File: src/rtl/uart_transmitter.sv
// 8N1/8N2 UART transmitter with a valid/ready byte input and a one-entry holding buffer
// so that consecutive frames can be sent with no idle time between them.
module uart_transmitter #(
  parameter int unsigned CLK_FREQ  = 100000000,
  parameter int unsigned BAUD_RATE = 115200,
  parameter int unsigned STOP_BITS = 1
) (
  input  logic       clk,
  input  logic       reset,
  input  logic [7:0] data_in,
  input  logic       data_valid,
  output logic       ready,
  output logic       tx,
  output logic       busy
);

  localparam int unsigned TICK_CNT  = CLK_FREQ / BAUD_RATE;
  localparam int unsigned TICK_BITS = (TICK_CNT > 1) ? $clog2(TICK_CNT) : 1;
  localparam logic [TICK_BITS-1:0] TickLast = TICK_BITS'(TICK_CNT - 1);
  localparam logic StopLast = 1'(STOP_BITS - 1);

  typedef enum logic [1:0] {StIdle, StStart, StData, StStop} state_e;

  state_e               state_q;
  logic [7:0]           shift_q;
  logic [7:0]           buf_q;
  logic                 buf_full_q;
  logic [2:0]           bit_idx_q;
  logic [TICK_BITS-1:0] tick_q;
  logic                 stop_idx_q;
  logic                 tx_q;
  logic                 busy_q;

  logic xfer;
  logic tick_done;
  logic stop_end_empty;
  logic load_direct;

  assign ready     = !buf_full_q;
  assign xfer      = data_valid && ready;
  assign tick_done = (tick_q == '0);

  // Last cycle of the last stop bit with nothing buffered: a new byte may start immediately.
  assign stop_end_empty = (state_q == StStop) && tick_done && (stop_idx_q == StopLast) &&
                          !buf_full_q;
  assign load_direct    = xfer && ((state_q == StIdle) || stop_end_empty);

  always_ff @(posedge clk) begin
    if (reset) begin
      state_q    <= StIdle;
      shift_q    <= '0;
      buf_q      <= '0;
      buf_full_q <= 1'b0;
      bit_idx_q  <= '0;
      tick_q     <= '0;
      stop_idx_q <= 1'b0;
      tx_q       <= 1'b1;
      busy_q     <= 1'b0;
    end else begin
      if (xfer && !load_direct) begin
        buf_q      <= data_in;
        buf_full_q <= 1'b1;
      end

      if (load_direct) begin
        shift_q <= data_in;
        state_q <= StStart;
        tick_q  <= TickLast;
        tx_q    <= 1'b0;
        busy_q  <= 1'b1;
      end else begin
        unique case (state_q)
          StIdle: begin
          end
          StStart: begin
            if (tick_done) begin
              state_q   <= StData;
              bit_idx_q <= '0;
              tick_q    <= TickLast;
              tx_q      <= shift_q[0];
            end else begin
              tick_q <= tick_q - 1'b1;
            end
          end
          StData: begin
            if (tick_done) begin
              tick_q <= TickLast;
              if (bit_idx_q == 3'd7) begin
                state_q    <= StStop;
                stop_idx_q <= 1'b0;
                tx_q       <= 1'b1;
              end else begin
                bit_idx_q <= bit_idx_q + 3'd1;
                tx_q      <= shift_q[bit_idx_q + 3'd1];
              end
            end else begin
              tick_q <= tick_q - 1'b1;
            end
          end
          StStop: begin
            if (tick_done) begin
              tick_q <= TickLast;
              if (stop_idx_q == StopLast) begin
                if (buf_full_q) begin
                  // Drain the holding buffer straight into the next start bit.
                  shift_q    <= buf_q;
                  buf_full_q <= 1'b0;
                  state_q    <= StStart;
                  tx_q       <= 1'b0;
                end else begin
                  state_q <= StIdle;
                  busy_q  <= 1'b0;
                end
              end else begin
                stop_idx_q <= 1'b1;
              end
            end else begin
              tick_q <= tick_q - 1'b1;
            end
          end
          default: state_q <= StIdle;
        endcase
      end
    end
  end

  assign tx   = tx_q;
  assign busy = busy_q;

endmodule
File: config.mk
export PLATFORM = sky130hd
export DESIGN_NAME = uart_transmitter
export DESIGN_NICKNAME = d
export VERILOG_FILES = /design/src/rtl/uart_transmitter.sv
export SDC_FILE = /design/constraint.sdc
export NUM_CORES = 1
export LEC_CHECK = 0
export BUFFER_PORTS_ARGS = -buffer_cell sky130_fd_sc_hd__buf_4
export CORE_AREA = 4 4 90 67
export DETAILED_ROUTE_END_ITERATION = 10
export DIE_AREA = 0 0 94 71
export SYNTH_ARGS = -nofsm -noshare
export SYNTH_HDL_FRONTEND = slang
export SYNTH_SLANG_ARGS = --single-unit
File: constraint.sdc
create_clock -name clk -period 4.7 [get_ports clk]
set_input_delay 0.94 -clock clk [delete_from_list [all_inputs] [get_ports clk]]
set_output_delay 0.94 -clock clk [all_outputs]
set_load 0.01 [all_outputs]
# ---- Word level (Yosys, flattened, before mapping)
# Cells that the tools add are included.
dict set report word_totals {
  ff_bits 35
  input_bits 11
  elab_cells 108
}
dict set report classes {
  add_sub_neg 2
  order_cmp 1
  eq_ne 18
  mux 46
  bitwise 2
  reduce_logical 28
}
# cell count
set ops {}
lappend ops {{8-bit 2-to-1 mux} 5}
lappend ops {{10-bit 2-to-1 mux} 3}
lappend ops {{1-bit 2-to-1 mux} 25}
lappend ops {{3-bit inequality test (second input constant)} 6}
lappend ops {{6-bit AND reduction} 3}
lappend ops {{2-bit inequality test (second input constant)} 6}
lappend ops {{2-bit nonzero test} 6}
lappend ops {{10-bit logical NOT} 1}
lappend ops {{2-bit 2-to-1 mux} 5}
lappend ops {{5-bit AND reduction} 2}
lappend ops {{10-bit by 1-bit subtractor with 10-bit output (second input constant)} 1}
lappend ops {{3-bit 2-to-1 mux} 3}
lappend ops {{4-bit AND reduction} 2}
lappend ops {{1-bit logical AND} 6}
lappend ops {{2-bit case mux with 3 select lines} 1}
lappend ops {{3-bit case mux with 2 select lines} 1}
lappend ops {{2-bit equality test (second input constant)} 2}
lappend ops {{3-bit by 4-bit less-than comparator with 1-bit output (second input constant)} 1}
lappend ops {{2-bit by 1-bit inequality test with 1-bit output (second input constant)} 2}
lappend ops {{4-bit nonzero test} 1}
lappend ops {{3-bit by 1-bit adder with 3-bit output (second input constant)} 1}
lappend ops {{1-bit binary-select mux with 3-bit select} 1}
lappend ops {{3-bit equality test (second input constant)} 1}
lappend ops {{1-bit case mux with 3 select lines} 1}
lappend ops {{other kinds (9)} 11}

# ---- Longest topological paths before layout
# Gate-level depths: netlist (run 1).
dict set report logic_depth {
  word_depth 14
  ltp_mapped 7
  depth_no_buf 6
}

# ---- Least setup slack after synthesis (run 1)
# OpenSTA, ideal clock, no wires.
dict set report synth_path {
  path_kind {register to register}
  start {register tick_q[0]}
  end {register bit_idx_q[0]}
  setup_time_ns 0.070
  t_arrival_ns 1.740
  t_required_ns 4.630
  setup_slack_ns 2.890
  path_stages_with_launch 8
  n_path_buf 1
  period_less_slack_ns 1.810
  path_cell_list {dfxtp_1 inv_1 ha_1 nor3b_1 buf_2 o2111ai_1 or3b_1 a21oi_1}
}
dict set report synth_via {
  elab_chain_cells 8
}
# item line_no
set synth_lines {}
lappend synth_lines {{start, declared} 29} ;# logic [TICK_BITS-1:0] tick_q;
lappend synth_lines {{start signal, assigned} 68} ;# tick_q <= TickLast;
lappend synth_lines {{start signal, assigned} 79} ;# tick_q <= TickLast;
lappend synth_lines {{start signal, assigned} 82} ;# tick_q <= tick_q - 1'b1;
lappend synth_lines {{10-bit logical NOT *} 41} ;# assign tick_done = (tick_q == '0);
lappend synth_lines {{1-bit logical AND (3 in series)} 44} ;# assign stop_end_empty = (state_q == StStop) && tick_done && (stop_idx_q == StopLast) &&
lappend synth_lines {{1-bit logical OR} 46} ;# assign load_direct = xfer && ((state_q == StIdle) || stop_end_empty);
lappend synth_lines {{1-bit logical AND} 46}
lappend synth_lines {{1-bit NOT (no line)} n/a}
lappend synth_lines {{5-bit AND reduction (no line) *} n/a}
lappend synth_lines {{end signal, assigned} 93} ;# bit_idx_q <= bit_idx_q + 3'd1;
lappend synth_lines {{end, declared} 28} ;# logic [2:0] bit_idx_q;
# Mark *: on every way between the ends. The rest lies on a longest branch, timed or not.
# A chain may end at the register's enable or synchronous reset.

# ---- Worst setup path after layout (run 1)
dict set report layout_path {
  start {register tick_q[0]}
  end {register buf_q[2]}
}
dict set report layout_via {
  elab_chain_cells 8
}
# item line_no
set layout_lines {}
lappend layout_lines {{10-bit logical NOT} 41}
lappend layout_lines {{1-bit logical AND (3 in series)} 44}
lappend layout_lines {{1-bit logical OR} 46}
lappend layout_lines {{1-bit logical AND} 46}
lappend layout_lines {{1-bit logical NOT} 60} ;# if (xfer && !load_direct) begin
lappend layout_lines {{1-bit logical AND} 60}
lappend layout_lines {{end signal, assigned} 61} ;# buf_q <= data_in;
lappend layout_lines {{end, declared} 26} ;# logic [7:0] buf_q;
# No other way between the ends.

==> results of run 1 <==
==> cell type report <==
class	instances	area, sq um
fill	532	3137
multi-input combinational	146	1002
sequential	34	680.7
timing repair buffer	15	112.6
tap	72	90.09
clock buffer	5	68.82
inverter	5	18.77
clock inverter	2	10.01
==> synthesized netlist by cell type (2+ instances only) <==
library cell  instances  area [sq um]
buf_2                 5         25.02
nand2_1              23         86.33
clkbuf_1              6         22.52
o31ai_1               8         60.06
o2111ai_1             3         26.28
a31oi_1               3         18.77
a21oi_1              16         80.08
nand4_1               3         18.77
o21a_1                2         15.01
o21ai_0               6         30.03
dfxtp_1              34         680.7
nor3_1                5         25.02
or3_1                 2         12.51
nor2_1               10         37.54
o211a_1               2         20.02
nor3b_1               2         15.01
a32oi_1               2         17.52
or4_4                 2         22.52
and3_1                4         25.02
nand2b_1              2         12.51
nor2b_1               5         31.28
inv_1                 4         15.01
or4_1                 2         15.01
a211oi_1              3         22.52
ha_1                  3         37.54
mux2i_1              19         190.2
==> per-stage QoR <==
| stage | util [%] | hold slack, ps | instances | instance area, sq um |
|---|---|---|---|---|
| CTS | 38.73 | 461.6 | 279 | 1983 |
| global placement | 37.19 | 447.6 | 272 | 1904 |
| detailed placement | 37.19 | 452.4 | 272 | 1904 |
| global route | 38.73 | 478.2 | 279 | 1983 |
| finish | 38.73 | 457.1 | 279 | 1983 |
| floorplan | - | 434.1 | 197 | 1760 |
==> metal layers <==
layer / wire length, microns / GRT usage (%) / up-vias / share of wire, %
li1: - / - / 757 / -
met1: 2060 / 18.47 / 708 / 52
met2: 1579 / 15.89 / 48 / 40
met4: 39 / 5.128 / 0 / 0.99
met3: 254 / 4.251 / 4 / 6.5
met5: 0 / 0 / - / 0
==> worst paths after layout <==
path | start | to | slack (ps) | cells past startpoint
worst min-delay path | bit_idx_q[2]$_SDFFE_PP0P_ | bit_idx_q[2]$_SDFFE_PP0P_ | 460 | 2
worst max-delay path | tick_q[0]$_SDFFE_PP0P_ | buf_q[2]$_SDFFE_PP0P_ | 2270 | 8
worst min register to register | bit_idx_q[2]$_SDFFE_PP0P_ | bit_idx_q[2]$_SDFFE_PP0P_ | 460 | 2
worst max register to register | tick_q[0]$_SDFFE_PP0P_ | buf_q[2]$_SDFFE_PP0P_ | 2270 | 8
==> power breakdown <==
group | total (W) | internal [W] | switching [W]
Clock | 0.000204 | 0.0000994 | 0.000104
Combinational | 0.000178 | 0.0000761 | 0.000102
Sequential | 0.000351 | 0.000319 | 0.0000324
Total | 0.000733 | 0.000494 | 0.000239
==> critical path, delay by kind of cell, from the launching register on <==
family	cells	cell delay [ps]
simple gates	2	870
buf+inv	3	450
flops	1	390
mux	1	250
fa+ha+maj	1	200
compound gates	1	180
==> logic make-up (layout without fill, tap and decap cells) <==
kind of cell             count (synthesis)  in the layout  share of synthesized area [%]
XOR/XNOR                                 1              1                         0.4976
AO/OA/AOI/OAI                           51             51                          19.33
buffers and inverters                   17             27                          4.406
adder cells (fa/ha/maj)                  3              3                          2.132
AND/OR/NAND/NOR                         71             71                          22.89
multiplexers                            20             20                          12.08
flip-flops                              34             34                          38.66
==> flip-flops by register name, indices dropped and copies added, names as in the netlist <==
signal and cells:
tick_q 10, buf_q 8, shift_q 8, bit_idx_q 3
state_q 2, buf_full_q 1, busy 1, tx 1
==> results.py, run 1 <==
metrics = {
    "logic_synthesis": {
        "syn_area_sq_mm": 0.001760,
        "ys_warn_count": 0,
        "syn_area_per_cell_sq_um": 8.936,
        "syn_nets": 211,
        "synth-seq-cells": 34,
        "ys_seq_area_share_pct": 38.66,
        "synth-edff-count": 0,
        "syn-instance-count": 197,
        "synth_flop_cell": "dfxtp_1",
        "yosysUniqueCellTypes": 47,
        "async_flop_share_pct": 0,
    },
    "timing": {
        "fin_crit_ps": 2431,
        "setup_tns_ps": 0,
        "post-route-period-util_pct": 51.72,
        "rsz0062_at_grt": "false",
        "finalMaxSlewViolations": 0,
        "worst_slew_pin_slew_ps": 896.2,
        "hold_viol_final": 0,
        "finalSetupViolations": 0,
        "timing.fmax_mhz": 411.4,
        "fin_skew_ps": 5.607,
        "finalWorstSetupSlack_ps": 2269,
        "slew_headroom_pct": 40.13,
    },
    "die": {
        "row_count": 22,
        "die_w_microns": 94,
        "core_sq_mm": 0.005120,
        "dieArea_sq_mm": 0.006674,
        "die_h_microns": 71,
        "io_pins": 14,
        "initial_core_util_pct": 34.38,
    },
    "routing": {
        "routed_wl_mm": 3.934,
        "drc_errors": 0,
        "drt-wirelength-per-cell_microns": 14.10,
        "via_per_inst": 5.437,
        "ant_nets": 0,
        "first_iter_violations": 165,
        "dr.pass1.iters": 4,
        "dr_total_vias": 1517,
    },
    "hold_path": {
        "min_path_type": "flop to flop",
    },
    "power_and_ir_drop": {
        "total_leakage_power_nw": 0.8028,
        "powerDensity_mw_per_mm2": 369.6,
        "peakVddDrop_mv": 0.2039,
        "fin_total_pwr_w": 0.0007330,
    },
    "clock_network": {
        "clk_pin_slew_ps": 70,
        "cts_buffers": 5,
        "cts-root-buf": "clkbuf_8",
        "ctsResizeCount": 0,
        "cts_max_path_buffers": 2,
        "postCtsSetupBuffers": 0,
        "cts_max_level": 2,
        "cts_hold_buf": 0,
        "clk_latency_ps": 280,
        "cts_tree": "built",
        "cts_sinks": 34,
    },
    "critical_path": {
        "setup.worst_path.class": "flop to flop",
        "crit_arrival_ps": 2650,
        "cpPeakStageDelay_ps": 740,
        "path_max_fanout": 13,
        "end_kind": "flop",
        "worstSetupStartpointType": "flop",
        "cpMostUsedCell": "buf_4",
        "crit_slowest_cell": "nor2b_1",
        "worstPathCellList": "inv_1 -> ha_1 -> nor3b_1 -> buf_4 -> a41oi_1 -> buf_4 -> nor2b_1 -> mux2i_1",
        "required_ps": 4920,
    },
    "placement": {
        "place_congestion": 0.7589,
        "post-dp-hpwl_mm": 2.739,
        "io_buffer_count": 13,
        "pre_cts_ws_ps": 2252,
    },
    "global_route": {
        "grt_max_degree": 29,
        "overflow": 0,
        "grt_pass1_vias": 1365,
        "antenna_found_initial": 0,
        "grt_pass1_wl_mm": 6.624,
        "grt_usage_pct": 12.41,
    },
    "finish": {
        "drive_gt1_share_pct": 15.46,
        "layout.nets": 221,
        "layout_common_cells": "34 x dfxtp_1, 23 x nand2_1, 19 x mux2i_1",
        "antennaDiodeCount": 0,
        "final_common_cell": "dfxtp_1",
        "syn2layout_area_growth_pct": 12.65,
    },
    "flow_run": {
        "cap_violations": 0,
    },
    "outcome": {
        "status": "complete, no violations",
    },
}
(Power assumes the default switching activity.)
==> run 2: changes to the inputs <==
ABC_AREA = 1   (was not set)
CORE_AREA = 4 4 93 69   (was 4 4 90 67)
DIE_AREA = 0 0 97 73   (was 0 0 94 71)
clock period = 2.3 ns   (was 4.7 ns; I/O delays follow)
==> results.py, run 2 <==
metrics = {
    "outcome": {
        "status": "complete, no violations",
    },
    "timing": {
        "fin_crit_ps": 1816,
        "slew_headroom_pct": 69.70,
        "post-route-period-util_pct": 78.94,
        "fin_skew_ps": 5.703,
        "rsz0062_at_grt": "false",
        "timing.fmax_mhz": 550.8,
        "worst_slew_pin_slew_ps": 452.8,
        "finalSetupViolations": 0,
        "finalMaxSlewViolations": 0,
        "setup_tns_ps": 0,
        "hold_viol_final": 0,
    },
    "finish": {
        "layout_common_cells": "68 x nand2_1, 38 x inv_1, 37 x nand3_1",
        "final_common_cell": "nand2_1",
        "drive_gt1_share_pct": 15.55,
        "antennaDiodeCount": 0,
        "layout.nets": 296,
        "postLayoutCoreUtil_pct": 38.30,
        "stdcell_area_sq_mm": 0.002127,
        "syn2layout_area_growth_pct": 13.71,
        "regMostFlops": "tick_q",
        "largest_register_ffs": 10,
        "stdcell_count": 358,
        "top_regs": "tick_q: 10 flops, buf_q: 8 flops, shift_q: 8 flops",
    },
    "clock_network": {
        "ctsResizeCount": 0,
        "cts-root-buf": "clkbuf_8",
        "cts_sinks": 34,
        "clk_latency_ps": 290,
        "postCtsSetupBuffers": 0,
        "cts_max_level": 2,
        "cts_tree": "built",
        "cts_max_path_buffers": 2,
        "cts_buffers": 5,
        "clk_pin_slew_ps": 70,
        "cts_hold_buf": 0,
    },
    "power_and_ir_drop": {
        "p_clk_share_pct": 20.7,
        "power_switching_share_pct": 41.96,
        "seq_power_share_pct": 37.1,
        "p_int_w": 0.001302,
        "combPwrFrac_pct": 42.2,
        "p_switching_w": 0.0009411,
        "fin_total_pwr_w": 0.002243,
        "total_leakage_power_nw": 0.9832,
        "peakVddDrop_mv": 0.4530,
        "powerDensity_mw_per_mm2": 1054,
    },
    "die": {
        "row_count": 23,
        "initial_core_util_pct": 33.68,
        "die_w_microns": 97,
        "io_pins": 14,
        "core_sq_mm": 0.005554,
        "die_h_microns": 73,
        "dieArea_sq_mm": 0.007081,
    },
    "global_route": {
        "grt_max_degree": 21,
        "grt_pass1_wl_mm": 7.369,
        "antenna_found_initial": 0,
        "grt_pass1_vias": 1543,
        "grt_usage_pct": 13.08,
        "overflow": 0,
    },
    "logic_synthesis": {
        "syn_area_per_cell_sq_um": 7.032,
        "yosysUniqueCellTypes": 28,
        "synth-seq-cells": 34,
        "yosysMostFrequentCell": "nand2_1",
        "yosys-top-cells-area": "dfxtp_1 36%, nand2_1 14%, nand3_1 9.9%, inv_1 7.6%, a21oi_1 4.5%",
        "synth-edff-count": 0,
        "syn_area_sq_mm": 0.001871,
        "synth_top_cell_area_share_pct": 36.39,
        "ys_warn_count": 0,
        "synth_flop_cell": "dfxtp_1",
        "syn-instance-count": 266,
        "async_flop_share_pct": 0,
        "ys_seq_area_share_pct": 36.39,
        "syn_nets": 280,
        "yosysTopAreaCell": "dfxtp_1",
        "ys_top_cells_by_count": "68 x nand2_1, 38 x inv_1, 37 x nand3_1",
    },
    "routing": {
        "dr_total_vias": 1657,
        "first_iter_violations": 80,
        "routed_wl_mm": 4.210,
        "dr.pass1.iters": 4,
        "via_per_inst": 4.628,
        "ant_nets": 0,
        "drt-wirelength-per-cell_microns": 11.76,
        "drc_errors": 0,
    },
    "placement": {
        "io_buffer_count": 13,
        "post-dp-hpwl_mm": 3.177,
        "placed_cell_area_sq_mm": 0.002036,
        "place_congestion": 0.7872,
        "dpl.cell_count": 350,
    },
    "flow_run": {
        "cap_violations": 0,
    },
    "critical_path": {
        "end_kind": "flop",
        "setup.worst_path.class": "flop to flop",
        "required_ps": 2490,
        "path_max_fanout": 12,
        "crit_arrival_ps": 2000,
        "worstSetupStartpointType": "flop",
        "reg2reg_slack_ps": 480,
    },
    "hold_path": {
        "min_path_type": "input port to flop",
    },
}
run 2: critical path, cell delays in order, from the launching register on:
cell and delay, ps:
dfxtp_1 360, inv_1 70, ha_1 220, nand3_2 140, nor2_4 70, nand3_2 90
nand2_4 60, nand2_4 170, inv_1 90, nor2_2 250, nand2_1 80, nand2_1 70
inv_1 40
run 2: worst paths after layout:
| kind | from | endpoint | cells after the start |
|---|---|---|---|
| setup / recovery | tick_q[0]$_SDFFE_PP0P_ | shift_q[6]$_SDFFE_PP0P_ | 12 |
| hold / removal | data_in[3] | buf_q[3]$_SDFFE_PP0P_ | 3 |
| setup reg to reg | tick_q[0]$_SDFFE_PP0P_ | shift_q[6]$_SDFFE_PP0P_ | 12 |
| hold reg to reg | buf_q[2]$_SDFFE_PP0P_ | buf_q[2]$_SDFFE_PP0P_ | 2 |
run 2: power by group through the flow:
stage / registers, W / clock network, W / logic [W]
after floorplan: 0.000816 / 0 / 0.000763
after global placement: 0.000841 / 0 / 0.000935
after detailed placement: 0.000840 / 0 / 0.000945
after CTS: 0.000830 / 0.000481 / 0.000952
after global routing: 0.000848 / 0.000502 / 0.00109
final: 0.000831 / 0.000464 / 0.000947
run 2: final cells by class:
| class | count | area [sq um] |
|---|---|---|
| sequential | 34 | 680.7 |
| timing repair buffer | 14 | 105.1 |
| inverter | 45 | 173.9 |
| tap | 75 | 93.84 |
| multi-input combinational | 182 | 982.2 |
| clock buffer | 7 | 86.33 |
| clock inverter | 1 | 5.005 |
| fill | 593 | 3427 |
run 2: layer usage:
layer	track usage, %	wire, microns
met5	0	0
met4	5.607	76
met3	3.438	172
met2	19.04	1600
met1	18.29	2360
run 2: cells by family after synthesis:
| kind of cell | share of synthesized area (%) |
|---|---|
| AOI/OAI and AO/OA | 7.559 |
| adders and majority gates | 2.007 |
| buffers and inverters | 11.10 |
| xor gates and xnor gates | 3.746 |
| DFF | 36.39 |
| and+or+nand+nor | 39.20 |
run 2: stage by stage:
stage	hold WS [ps]	setup WS, ps
floorplan	435.7	792.4
global placement	450.9	562.2
detailed placement	452.0	498.7
CTS	442.0	469.9
global route	444.8	274.8
finish	451.2	484.5
